`config.mk`:
```
export PLATFORM = sky130hd
export DESIGN_NAME = bcd_timer_core
export DESIGN_NICKNAME = d
export VERILOG_FILES = /design/src/rtl/stopwatch_pkg.sv /design/src/rtl/bcd_digit.sv /design/src/rtl/bcd_timer_core.sv
export SDC_FILE = /design/constraint.sdc
export NUM_CORES = 1
export LEC_CHECK = 0
export CORE_MARGIN = 5
export CORE_UTILIZATION = 30
export CTS_BUF_LIST = sky130_fd_sc_hd__clkbuf_4 sky130_fd_sc_hd__clkbuf_8
export CTS_CLUSTER_SIZE = 24
export DETAILED_ROUTE_END_ITERATION = 8
export DONT_BUFFER_PORTS = 1
export PLACE_DENSITY = 0.53
export SYNTH_ARGS = -nofsm -noshare
export SYNTH_HDL_FRONTEND = slang
export SYNTH_SLANG_ARGS = --single-unit
```
`constraint.sdc`:
```
create_clock -name clk -period 2.05 [get_ports clk]
set_input_delay 0.205 -clock clk [delete_from_list [all_inputs] [get_ports clk]]
set_output_delay 0.205 -clock clk [all_outputs]
set_load 0.01 [all_outputs]
```
`src/rtl/stopwatch_pkg.sv`:
```
// -----------------------------------------------------------------------------
// stopwatch_pkg
// Shared types and constants for the BCD stopwatch/timer core.
//   state_e    : run/pause FSM states (IDLE, RUN, EXPIRED, ADJUST)
//   BCD_W      : width of one BCD digit
//   MOD_UNITS  : modulus of even-index digits (seconds/minutes/hours units)
//   MOD_TENS   : modulus of odd-index digits (tens)
//   digit_mod  : modulus of digit i, chosen by index parity
// -----------------------------------------------------------------------------
package stopwatch_pkg;

  typedef enum logic [1:0] {
    IDLE    = 2'd0,
    RUN     = 2'd1,
    EXPIRED = 2'd2,
    ADJUST  = 2'd3
  } state_e;

  localparam int BCD_W     = 4;
  localparam int MOD_UNITS = 10;
  localparam int MOD_TENS  = 6;

  // Digits pair up as (units, tens) from the LSB: SS, MM, HH, ...
  function automatic int digit_mod(input int idx);
    return ((idx % 2) == 0) ? MOD_UNITS : MOD_TENS;
  endfunction

endpackage

```
`src/rtl/bcd_digit.sv`:
```
// -----------------------------------------------------------------------------
// bcd_digit
// One modulo-MOD BCD digit register with clear, clamped load, increment and
// decrement. Priority: rst > clr > load > inc > dec.
// The digit modulus is 10 for units digits and 6 for tens digits.
// Ports:
//   clk      : system clock
//   rst      : synchronous active-high reset, digit -> 0
//   clr      : synchronous clear, digit -> 0
//   load     : write load_val (clamped to the digit maximum)
//   load_val : BCD value to load
//   inc      : increment, maximum rolls to 0
//   dec      : decrement, 0 rolls to maximum
//   q        : current digit value
//   at_max   : q at digit maximum (carry-out condition for up count)
//   at_zero  : q == 0 (borrow-out condition for down count)
// -----------------------------------------------------------------------------
module bcd_digit
  import stopwatch_pkg::*;
#(
  parameter int MOD = MOD_UNITS
) (
  input  logic             clk,
  input  logic             rst,
  input  logic             clr,
  input  logic             load,
  input  logic [BCD_W-1:0] load_val,
  input  logic             inc,
  input  logic             dec,
  output logic [BCD_W-1:0] q,
  output logic             at_max,
  output logic             at_zero
);

  localparam logic [BCD_W-1:0] MAX_VAL = BCD_W'(MOD - 1);

  logic [BCD_W-1:0] q_q;
  logic [BCD_W-1:0] q_d;
  logic [BCD_W-1:0] load_clamped;

  // Out-of-range loads saturate at the digit maximum rather than wrapping.
  assign load_clamped = (load_val > MAX_VAL) ? MAX_VAL : load_val;

  always_comb begin
    q_d = q_q;
    if (clr) begin
      q_d = '0;
    end else if (load) begin
      q_d = load_clamped;
    end else if (inc) begin
      q_d = (q_q >= MAX_VAL) ? '0 : q_q + 1'b1;
    end else if (dec) begin
      q_d = (q_q == '0) ? MAX_VAL : q_q - 1'b1;
    end
  end

  always_ff @(posedge clk) begin
    if (rst) begin
      q_q <= '0;
    end else begin
      q_q <= q_d;
    end
  end

  assign q       = q_q;
  assign at_max  = (q_q == MAX_VAL);
  assign at_zero = (q_q == '0);

endmodule

```
`src/rtl/bcd_timer_core.sv`:
```
// -----------------------------------------------------------------------------
// bcd_timer_core
// Parametrised stopwatch/timer core: DIGITS BCD digits arranged as
// (units mod 10, tens mod 6) pairs from the LSB, counting up or down on tick,
// with a run/pause FSM, count-down expiry and clamped per-digit adjust.
//
// Parameters:
//   DIGITS     : number of BCD digits (even, >= 2)
//   SELW       : width of adj_sel
// Ports:
//   clk        : system clock
//   rst        : synchronous active-high reset (overrides everything)
//   tick       : one-clk count enable
//   run_toggle : start/pause pulse
//   clear      : zero all digits; to IDLE (stays ADJUST when adjusting)
//   down       : 1 = count down, 0 = count up
//   adj        : adjust mode level
//   adj_sel    : digit index to load (0 = LSB); indices >= DIGITS ignored
//   adj_val    : BCD value to load (clamped to digit maximum)
//   adj_load   : load pulse
//   digits     : BCD digits, digit i at [4i+3:4i]
//   running    : high while in RUN
//   expired    : high while in EXPIRED
//   wrap       : one-cycle pulse when an up count rolls all digits to zero
// Optional (macro LAP_EN):
//   lap        : capture pulse (accepted in RUN or IDLE)
//   lap_digits : captured digits (value before any coincident tick)
//   lap_valid  : set on capture, cleared by rst/clear
// -----------------------------------------------------------------------------
module bcd_timer_core
  import stopwatch_pkg::*;
#(
  parameter int DIGITS = 4,
  parameter int SELW   = $clog2(DIGITS)
) (
  input  logic                    clk,
  input  logic                    rst,
  input  logic                    tick,
  input  logic                    run_toggle,
  input  logic                    clear,
  input  logic                    down,
  input  logic                    adj,
  input  logic [SELW-1:0]         adj_sel,
  input  logic [BCD_W-1:0]        adj_val,
  input  logic                    adj_load,
`ifdef LAP_EN
  input  logic                    lap,
  output logic [BCD_W*DIGITS-1:0] lap_digits,
  output logic                    lap_valid,
`endif
  output logic [BCD_W*DIGITS-1:0] digits,
  output logic                    running,
  output logic                    expired,
  output logic                    wrap
);

  state_e state_q;
  state_e state_d;

  logic running_q;
  logic expired_q;
  logic wrap_q;
  logic wrap_d;

  logic [DIGITS-1:0] at_max;
  logic [DIGITS-1:0] at_zero;
  logic [DIGITS-1:0] dig_inc;
  logic [DIGITS-1:0] dig_dec;
  logic [DIGITS-1:0] dig_load;
  logic [DIGITS-1:0] low_max;
  logic [DIGITS-1:0] low_zero;

  logic all_max;
  logic all_zero;
  logic one_left;
  logic count_en;
  logic up_tick;
  logic down_tick;
  logic load_en;

  // A tick only counts in RUN and only if nothing of higher priority
  // (clear, adj) claims the cycle; rst is handled by the registers.
  assign count_en  = (state_q == RUN) && tick && !clear && !adj;
  assign up_tick   = count_en && !down;
  assign down_tick = count_en && down;

  // Loads are accepted only while resident in ADJUST with adj still held.
  assign load_en = (state_q == ADJUST) && adj && adj_load && !clear;

  assign all_max  = &at_max;
  assign all_zero = &at_zero;

  // Count value is exactly 0..01, so the coming down tick reaches zero.
  assign one_left = (digits[BCD_W-1:0] == BCD_W'(1)) && (&at_zero[DIGITS-1:1]);

  // ---------------------------------------------------------------------------
  // Digit array with ripple carry/borrow. Each digit steps when every lower
  // digit is at its max (up) or zero (down).
  // ---------------------------------------------------------------------------
  for (genvar gi = 0; gi < DIGITS; gi++) begin : g_digit
    if (gi == 0) begin : g_lsb
      assign low_max[gi]  = 1'b1;
      assign low_zero[gi] = 1'b1;
    end else begin : g_upper
      assign low_max[gi]  = &at_max[gi-1:0];
      assign low_zero[gi] = &at_zero[gi-1:0];
    end

    assign dig_inc[gi]  = up_tick && low_max[gi];
    assign dig_dec[gi]  = down_tick && low_zero[gi];
    // SELW may exceed the index range; out-of-range selects match no digit.
    assign dig_load[gi] = load_en && (adj_sel == SELW'(gi));

    bcd_digit #(
      .MOD(digit_mod(gi))
    ) u_digit (
      .clk     (clk),
      .rst     (rst),
      .clr     (clear),
      .load    (dig_load[gi]),
      .load_val(adj_val),
      .inc     (dig_inc[gi]),
      .dec     (dig_dec[gi]),
      .q       (digits[gi*BCD_W +: BCD_W]),
      .at_max  (at_max[gi]),
      .at_zero (at_zero[gi])
    );
  end

  // ---------------------------------------------------------------------------
  // Run/pause FSM. Priority: clear > adj > run_toggle > tick, except that in
  // RUN a tick and run_toggle in the same cycle both take effect.
  // ---------------------------------------------------------------------------
  always_comb begin
    state_d = state_q;
    wrap_d  = 1'b0;

    if (clear) begin
      state_d = (state_q == ADJUST) ? ADJUST : IDLE;
    end else if (adj) begin
      state_d = ADJUST;
    end else begin
      case (state_q)
        IDLE: begin
          // A zero count-down timer has nothing to run.
          if (run_toggle && !(down && all_zero)) begin
            state_d = RUN;
          end
        end
        RUN: begin
          if (up_tick && all_max) begin
            wrap_d = 1'b1;
          end
          // The coincident toggle pauses after the count; a timer that
          // expires on that tick ends up paused as well.
          if (run_toggle) begin
            state_d = IDLE;
          end else if (down_tick && one_left) begin
            state_d = EXPIRED;
          end
        end
        EXPIRED: begin
          if (run_toggle) begin
            state_d = IDLE;
          end
        end
        ADJUST: begin
          state_d = IDLE;
        end
        default: begin
          state_d = IDLE;
        end
      endcase
    end
  end

  // Status flags decode the next state so they line up with state_q.
  always_ff @(posedge clk) begin
    if (rst) begin
      state_q   <= IDLE;
      running_q <= 1'b0;
      expired_q <= 1'b0;
      wrap_q    <= 1'b0;
    end else begin
      state_q   <= state_d;
      running_q <= (state_d == RUN);
      expired_q <= (state_d == EXPIRED);
      wrap_q    <= wrap_d;
    end
  end

  assign running = running_q;
  assign expired = expired_q;
  assign wrap    = wrap_q;

`ifdef LAP_EN
  // ---------------------------------------------------------------------------
  // Lap capture: snapshot of the digits as they stand this cycle, i.e. before
  // any coincident tick lands.
  // ---------------------------------------------------------------------------
  logic [BCD_W*DIGITS-1:0] lap_digits_q;
  logic [BCD_W*DIGITS-1:0] lap_digits_d;
  logic                    lap_valid_q;
  logic                    lap_valid_d;

  always_comb begin
    lap_digits_d = lap_digits_q;
    lap_valid_d  = lap_valid_q;
    if (clear) begin
      lap_digits_d = '0;
      lap_valid_d  = 1'b0;
    end else if (lap && ((state_q == RUN) || (state_q == IDLE))) begin
      lap_digits_d = digits;
      lap_valid_d  = 1'b1;
    end
  end

  always_ff @(posedge clk) begin
    if (rst) begin
      lap_digits_q <= '0;
      lap_valid_q  <= 1'b0;
    end else begin
      lap_digits_q <= lap_digits_d;
      lap_valid_q  <= lap_valid_d;
    end
  end

  assign lap_digits = lap_digits_q;
  assign lap_valid  = lap_valid_q;
`endif

endmodule

```
==> results of run 1 <==
## synthesized netlist by cell type, drive strengths merged, types with 2 or more instances
| cell | n |
|---|---|
| a211o | 2 |
| a211oi | 3 |
| a21o | 2 |
| a21oi | 18 |
| a221o | 2 |
| a221oi | 2 |
| a22oi | 2 |
| a31oi | 3 |
| and4bb | 2 |
| buf | 5 |
| clkbuf | 7 |
| dfxtp | 21 |
| ha | 12 |
| inv | 17 |
| mux2i | 2 |
| nand2 | 14 |
| nand2b | 7 |
| nand3 | 10 |
| nand4 | 5 |
| nand4b | 2 |
| nand4bb | 2 |
| nor2 | 27 |
| nor2b | 3 |
| nor3 | 9 |
| nor3b | 6 |
| nor4 | 6 |
| nor4b | 3 |
| o211ai | 3 |
| o21a | 3 |
| o21ai | 19 |
| o21bai | 2 |
| o22ai | 3 |
| o31ai | 3 |
| o32ai | 2 |
| or2 | 3 |
| or3 | 5 |
| or3b | 3 |
| or4b | 2 |
## state kept, by name (all words and copies together), names as in the netlist
name               count
g_digit.u_digit.q     16
expired                1
wrap                   1
running                1
state_q                2
## worst max path at each step
stage	to	start	cells past startpoint	slack, ns
CTS	g_digit[3].u_digit.q[1]$_SDFFE_PP0P_	g_digit[1].u_digit.q[1]$_SDFFE_PP0P_	7	0.11
finish	g_digit[3].u_digit.q[3]$_SDFFE_PP0P_	g_digit[2].u_digit.q[0]$_SDFFE_PP0P_	7	0.15
global placement	g_digit[3].u_digit.q[1]$_SDFFE_PP0P_	g_digit[1].u_digit.q[1]$_SDFFE_PP0P_	7	0.17
global route	expired$_SDFF_PP0_	g_digit[1].u_digit.q[1]$_SDFFE_PP0P_	7	0.003
detailed placement	g_digit[3].u_digit.q[1]$_SDFFE_PP0P_	g_digit[1].u_digit.q[1]$_SDFFE_PP0P_	7	0.10
floorplan	g_digit[3].u_digit.q[1]$_SDFFE_PP0P_	g_digit[0].u_digit.q[0]$_SDFFE_PP0P_	8	0.12
## power groups by stage
stage	clock, µW	combinational, µW	sequential, µW
final	291	86.9	422
after global routing	326	94.4	423
after CTS	304	84.9	422
after detailed placement	0	80.5	431
after global placement	0	80.3	431
after floorplan	0	70.0	427
## per-layer routing
layer	vias up	global-route usage, %	share of wire [%]
met5	-	0	0
met3	6	4.215	8.2
met4	0	3.301	1.5
met1	939	19.69	45
li1	1013	-	-
met2	64	22.30	45
## kinds of logic (layout without fill, tap and decap cells)
logic type                 Yosys count  after routing  share of synthesized area [%]
DFF                                 21             21                          21.36
and+or+nand+nor                    116            116                          37.51
buffers and inverters               29             48                          6.167
AOI/OAI and AO/OA                   77             77                          25.87
adders and majority gates           12             12                          7.629
xor gates and xnor gates             1              1                         0.4451
muxes                                2              2                          1.017
## stage by stage
step | power (µW) | cell area, µm²
2_1_floorplan | 496.8 | 1968
3_3_place_gp | 511.7 | 2187
3_5_place_dp | 511.9 | 2187
4_1_cts | 810.6 | 2256
5_1_grt | 843.9 | 2273
6_report | 799.2 | 2273
## repair_timing
item,in CTS,in global routing
endpoints found under the setup margin,0,6
endpoints found under the hold margin,2,1
hold buffers,2,1
gates resized for setup,0,2
buffers inserted,0,0
## area by class of cell
class / instances / area, µm²
clock buffer: 4 / 48.80
fill: 658 / 4076
inverter: 17 / 63.81
multi-input combinational: 208 / 1434
sequential: 21 / 420.4
tap: 77 / 96.34
timing repair buffer: 27 / 210.2
==> results.sh, run 1 <==
export IMPL_outcome="finished clean"
export IMPL_ys_flop_type="dfxtp_1"
export IMPL_drt_initial_drc_count=146
export IMPL_dp_cells=347
export IMPL_internal_power_uw=604.6
export IMPL_p_seq_share_pct=52.8
export IMPL_maxCapViolations=0
export IMPL_maxSlewHeadroom_pct=61.16
export IMPL_setup_viol=0
export IMPL_worst_path_buf_inv=2
export IMPL_drc=0
export IMPL_start_kind="flip-flop"
export IMPL_fin_nets=304
export IMPL_antenna_found_initial=0
export IMPL_hold_slack_ns=0.1067
export IMPL_fin_crit_ns=1.896
export IMPL_reg2regPathDepth=7
export IMPL_io_buffer_count=0
export IMPL_cp_required_ns=2.19
export IMPL_dp_hpwl_mm=4.745
export IMPL_synth_warnings=0
export IMPL_htreeDepth=1
export IMPL_cts_sinks=21
export IMPL_whs_path_depth=2
export IMPL_finalClockSkew_ns=0.004363
export IMPL_path_max_fanout=5
export IMPL_min_from="rst"
export IMPL_crit_type="flip-flop to flip-flop"
export IMPL_tns_ns=0
export IMPL_most_common_layout_cells="nor2_1, buf_4, dfxtp_1"
export IMPL_syn_avg_cell_area_um2=7.628
export IMPL_grt_pass1_vias=1869
export IMPL_rows=29
export IMPL_switchingPower_uw=194.6
export IMPL_fp_dieH_um=91.00
export IMPL_grtUsageTotal_pct=14.37
export IMPL_gp_congestion=0.9161
export IMPL_wirelength_mm=6.054
export IMPL_cp_cell_sequence="inv_1 > ha_1 > or3b_1 > buf_4 > nor4_2 > mux2i_1 > a211oi_1"
export IMPL_r2r_slack_ns=0.15
export IMPL_ys_seq_area_share_pct=21.36
export IMPL_stdcell_count=354
export IMPL_dieArea_um2=8280
export IMPL_place_ws_ns=0.1043
export IMPL_clockRootBuffer="clkbuf_8"
export IMPL_layout_setup_ws_ns=0.1537
export IMPL_n_antenna_cell=0
export IMPL_combPwrFrac_pct=10.9
export IMPL_synthTopCellsByArea="dfxtp_1, ha_1, nor2_1"
export IMPL_synth_top_area_cell="dfxtp_1"
export IMPL_final_common_cell="nor2_1"
export IMPL_grt_pass1_wl_mm=9.860
export IMPL_syn2layout_area_growth_pct=15.51
export IMPL_fp_dieW_um=91.00
export IMPL_drive_gt1_share_pct=16.25
export IMPL_coreArea_um2=6350
export IMPL_power_leakage_uw=0.0008552
export IMPL_timing_rr_start="g_digit[2].u_digit.q[0]$_SDFFE_PP0P_"
export IMPL_async_flop_share_pct=0
export IMPL_netlist_area_leader_share_pct=21.36
export IMPL_synth_area_um2=1968
export IMPL_maxSlewViolCount=0
export IMPL_numCtsBuffers=3
export IMPL_syn_nets=284
export IMPL_slowest_delay_ns=0.44
export IMPL_grt_ovfl_total=0
export IMPL_synth_seq_cells=21
export IMPL_cpLargestDelayFamily="simple AND/OR/NAND/NOR gates"
export IMPL_synth_cells=258
export IMPL_post_drt_wl_per_cell_um=17.10
export IMPL_cts_tree="done"
export IMPL_min_path_type="input port to flip-flop"
export IMPL_grt_setup_unrepaired="no"
export IMPL_power_density_nw_per_um2=351.5
export IMPL_rr_endpoint="g_digit[3].u_digit.q[3]$_SDFFE_PP0P_"
export IMPL_fmax_mhz=527.4
export IMPL_holdPathEnd="wrap$_SDFF_PP0_"
export IMPL_crit_slowest_cell="or3b_1"
export IMPL_num_vias=2022
export IMPL_synth_distinct_cells=66
export IMPL_period_share_pct=92.50
export IMPL_ant_nets=0
export IMPL_cp_arrival_ns=2.04
export IMPL_path_clk_slew_ns=0.08
export IMPL_drt_pass1_iter_count=4
export IMPL_routed_via_density=5.712
export IMPL_netSwitchingFraction_pct=24.35
export IMPL_worstSetupEndpointType="flip-flop"
export IMPL_post_route_util_pct=35.80
export IMPL_synth_edf_count=0
export IMPL_insertion_delay_ns=0.26
export IMPL_clock_power_share_pct=36.4
export IMPL_grt_max_degree=15
export IMPL_vdd_drop_max_uv=253.2
export IMPL_hold_viol_final=0
export IMPL_initial_core_util_pct=31.00
export IMPL_io_pins=33
export IMPL_clock_path_buffers=2
export IMPL_tightest_slew_ns=0.5773
Note: power is estimated with default switching activity, not from simulation.
==> run 2: changes to the inputs <==
--- a/config.mk
+++ b/config.mk
@@ -11,7 +11,6 @@
 export CTS_CLUSTER_SIZE = 24
 export DETAILED_ROUTE_END_ITERATION = 8
 export DONT_BUFFER_PORTS = 1
-export PLACE_DENSITY = 0.53
 export SYNTH_ARGS = -nofsm -noshare
 export SYNTH_HDL_FRONTEND = slang
 export SYNTH_SLANG_ARGS = --single-unit
==> results.sh, run 2 (synthesized netlist as in run 1, its figures left out) <==
export IMPL_outcome="finished clean"
export IMPL_tightest_slew_ns=0.6921
export IMPL_wirelength_mm=5.879
export IMPL_layout_setup_ws_ns=0.1526
export IMPL_grt_max_degree=15
export IMPL_path_clk_slew_ns=0.09
export IMPL_setup_worst_path_end="g_digit[3].u_digit.q[0]$_SDFFE_PP0P_"
export IMPL_path_max_fanout=9
export IMPL_grt_pass1_vias=1847
export IMPL_dp_hpwl_mm=4.586
export IMPL_p_total_uw=796.7
export IMPL_slowest_delay_ns=0.47
export IMPL_dieArea_um2=8280
export IMPL_antenna_found_initial=0
export IMPL_crit_type="flip-flop to flip-flop"
export IMPL_grtUsageTotal_pct=13.74
export IMPL_stdcell_count=350
export IMPL_routed_via_density=5.769
export IMPL_finalClockSkew_ns=0.01047
export IMPL_cts_tree="done"
export IMPL_reg2regPathDepth=5
export IMPL_rr_endpoint="g_digit[3].u_digit.q[0]$_SDFFE_PP0P_"
export IMPL_power_leakage_uw=0.0008286
export IMPL_cp_cell_sequence="nor4b_4 > and4_1 > nand2b_1 > o211ai_1 > a31oi_1"
export IMPL_cts_sinks=21
export IMPL_grt_ovfl_total=0
export IMPL_num_vias=2019
export IMPL_place_ws_ns=0.09880
export IMPL_post_drt_wl_per_cell_um=16.80
export IMPL_setup_viol=0
export IMPL_min_path_type="input port to flip-flop"
export IMPL_n_fill_cell=649
export IMPL_vdd_drop_max_uv=162.7
export IMPL_hold_viol_final=0
export IMPL_io_buffer_count=0
export IMPL_start_kind="flip-flop"
export IMPL_drive_gt1_share_pct=15.38
export IMPL_maxSlewViolCount=0
export IMPL_worst_path_buf_inv=0
export IMPL_fp_dieW_um=91.00
export IMPL_path_depth=5
export IMPL_maxCapViolations=0
export IMPL_post_route_util_pct=35.37
export IMPL_clockRootBuffer="clkbuf_8"
export IMPL_clock_path_buffers=2
export IMPL_insertion_delay_ns=0.27
export IMPL_drt_initial_drc_count=83
export IMPL_htreeDepth=1
export IMPL_most_common_layout_cells="nor2_1, dfxtp_1, buf_4"
export IMPL_dp_cells=344
export IMPL_cpLargestDelayFamily="simple AND/OR/NAND/NOR gates"
export IMPL_power_density_nw_per_um2=354.8
export IMPL_coreArea_um2=6350
export IMPL_cp_arrival_ns=2.06
export IMPL_tns_ns=0
export IMPL_timing_rr_start="state_q[1]$_SDFF_PP0_"
export IMPL_period_share_pct=92.56
export IMPL_fin_crit_ns=1.897
export IMPL_fp_dieH_um=91.00
export IMPL_largest_reg_flops=16
export IMPL_rows=29
export IMPL_fin_nets=300
export IMPL_ant_nets=0
export IMPL_drc=0
export IMPL_initial_core_util_pct=31.00
export IMPL_worstSetupEndpointType="flip-flop"
export IMPL_cp_required_ns=2.21
export IMPL_grt_setup_unrepaired="no"
export IMPL_gp_congestion=0.8681
export IMPL_final_common_cell="nor2_1"
export IMPL_syn2layout_area_growth_pct=14.11
export IMPL_fmax_mhz=527.0
export IMPL_maxSlewHeadroom_pct=53.69
export IMPL_io_pins=33
export IMPL_r2r_slack_ns=0.15
export IMPL_drt_pass1_iter_count=4
export IMPL_grt_pass1_wl_mm=9.577
export IMPL_crit_slowest_cell="nor4b_4"
export IMPL_startpoint="state_q[1]$_SDFF_PP0_"
export IMPL_numCtsBuffers=3
export IMPL_n_antenna_cell=0
==> run 2: final cells by class <==
class                   count  area (µm²)  area share [%]
clock inverters             1       5.005          0.2228
flip-flops and latches     21       420.4           18.72
well taps                  77       96.34           4.290
inverters                  17       63.81           2.841
repair buffers             23       177.7           7.911
multi-input cells         208        1441           64.18
clock buffers               3       41.29           1.838
==> run 2: metrics by stage <==
stage               instance area [µm²]  hold WS, ns
floorplan                          1968       0.2745
CTS                                2221    0.0001095
finish                             2246      0.09621
global route                       2246      0.09163
detailed placement                 2165       0.2782
global placement                   2165       0.2801
==> run 2: where the power goes <==
part / internal (µW) / leakage [µW] / total [µW] / switching, µW
clock network: 136 / 0.0000255 / 290 / 154
registers: 413 / 0.000170 / 421 / 8.02
logic: 37.4 / 0.000633 / 85.2 / 47.8
total: 587 / 0.000829 / 797 / 210
==> run 2: timing repair <==
item                                    CTS  global route
endpoints found under the setup margin    0             3
hold buffers                              1             1
resized for setup                         0             3
hold endpoints to repair                  1             3
buffers inserted                          0             0
==> run 2: worst min-delay path by stage <==
stage	startpoint	end	slack (ns)	depth (start not counted)
2_1_floorplan	rst	expired$_SDFF_PP0_	0.27	1
3_3_place_gp	rst	state_q[1]$_SDFF_PP0_	0.28	1
3_5_place_dp	rst	expired$_SDFF_PP0_	0.28	1
4_1_cts	rst	state_q[0]$_SDFF_PP0_	0.0001	1
5_1_grt	rst	wrap$_SDFF_PP0_	0.09	2
6_report	adj_val[1]	g_digit[3].u_digit.q[1]$_SDFFE_PP0P_	0.1	2
==> run 2: worst register-to-register path: cells and delay by family, from the launching register on <==
family          cells  cell delay [ns]
compound gates      2             0.35
flops               1             0.42
simple gates        3             1.01
==> run 2: metal layers <==
layer,wire [µm],vias up,track usage (%)
met4,40,0,2.323
li1,-,1004,-
met5,0,-,0
met1,2632,951,18.83
met2,2746,60,21.94
met3,461,4,3.719
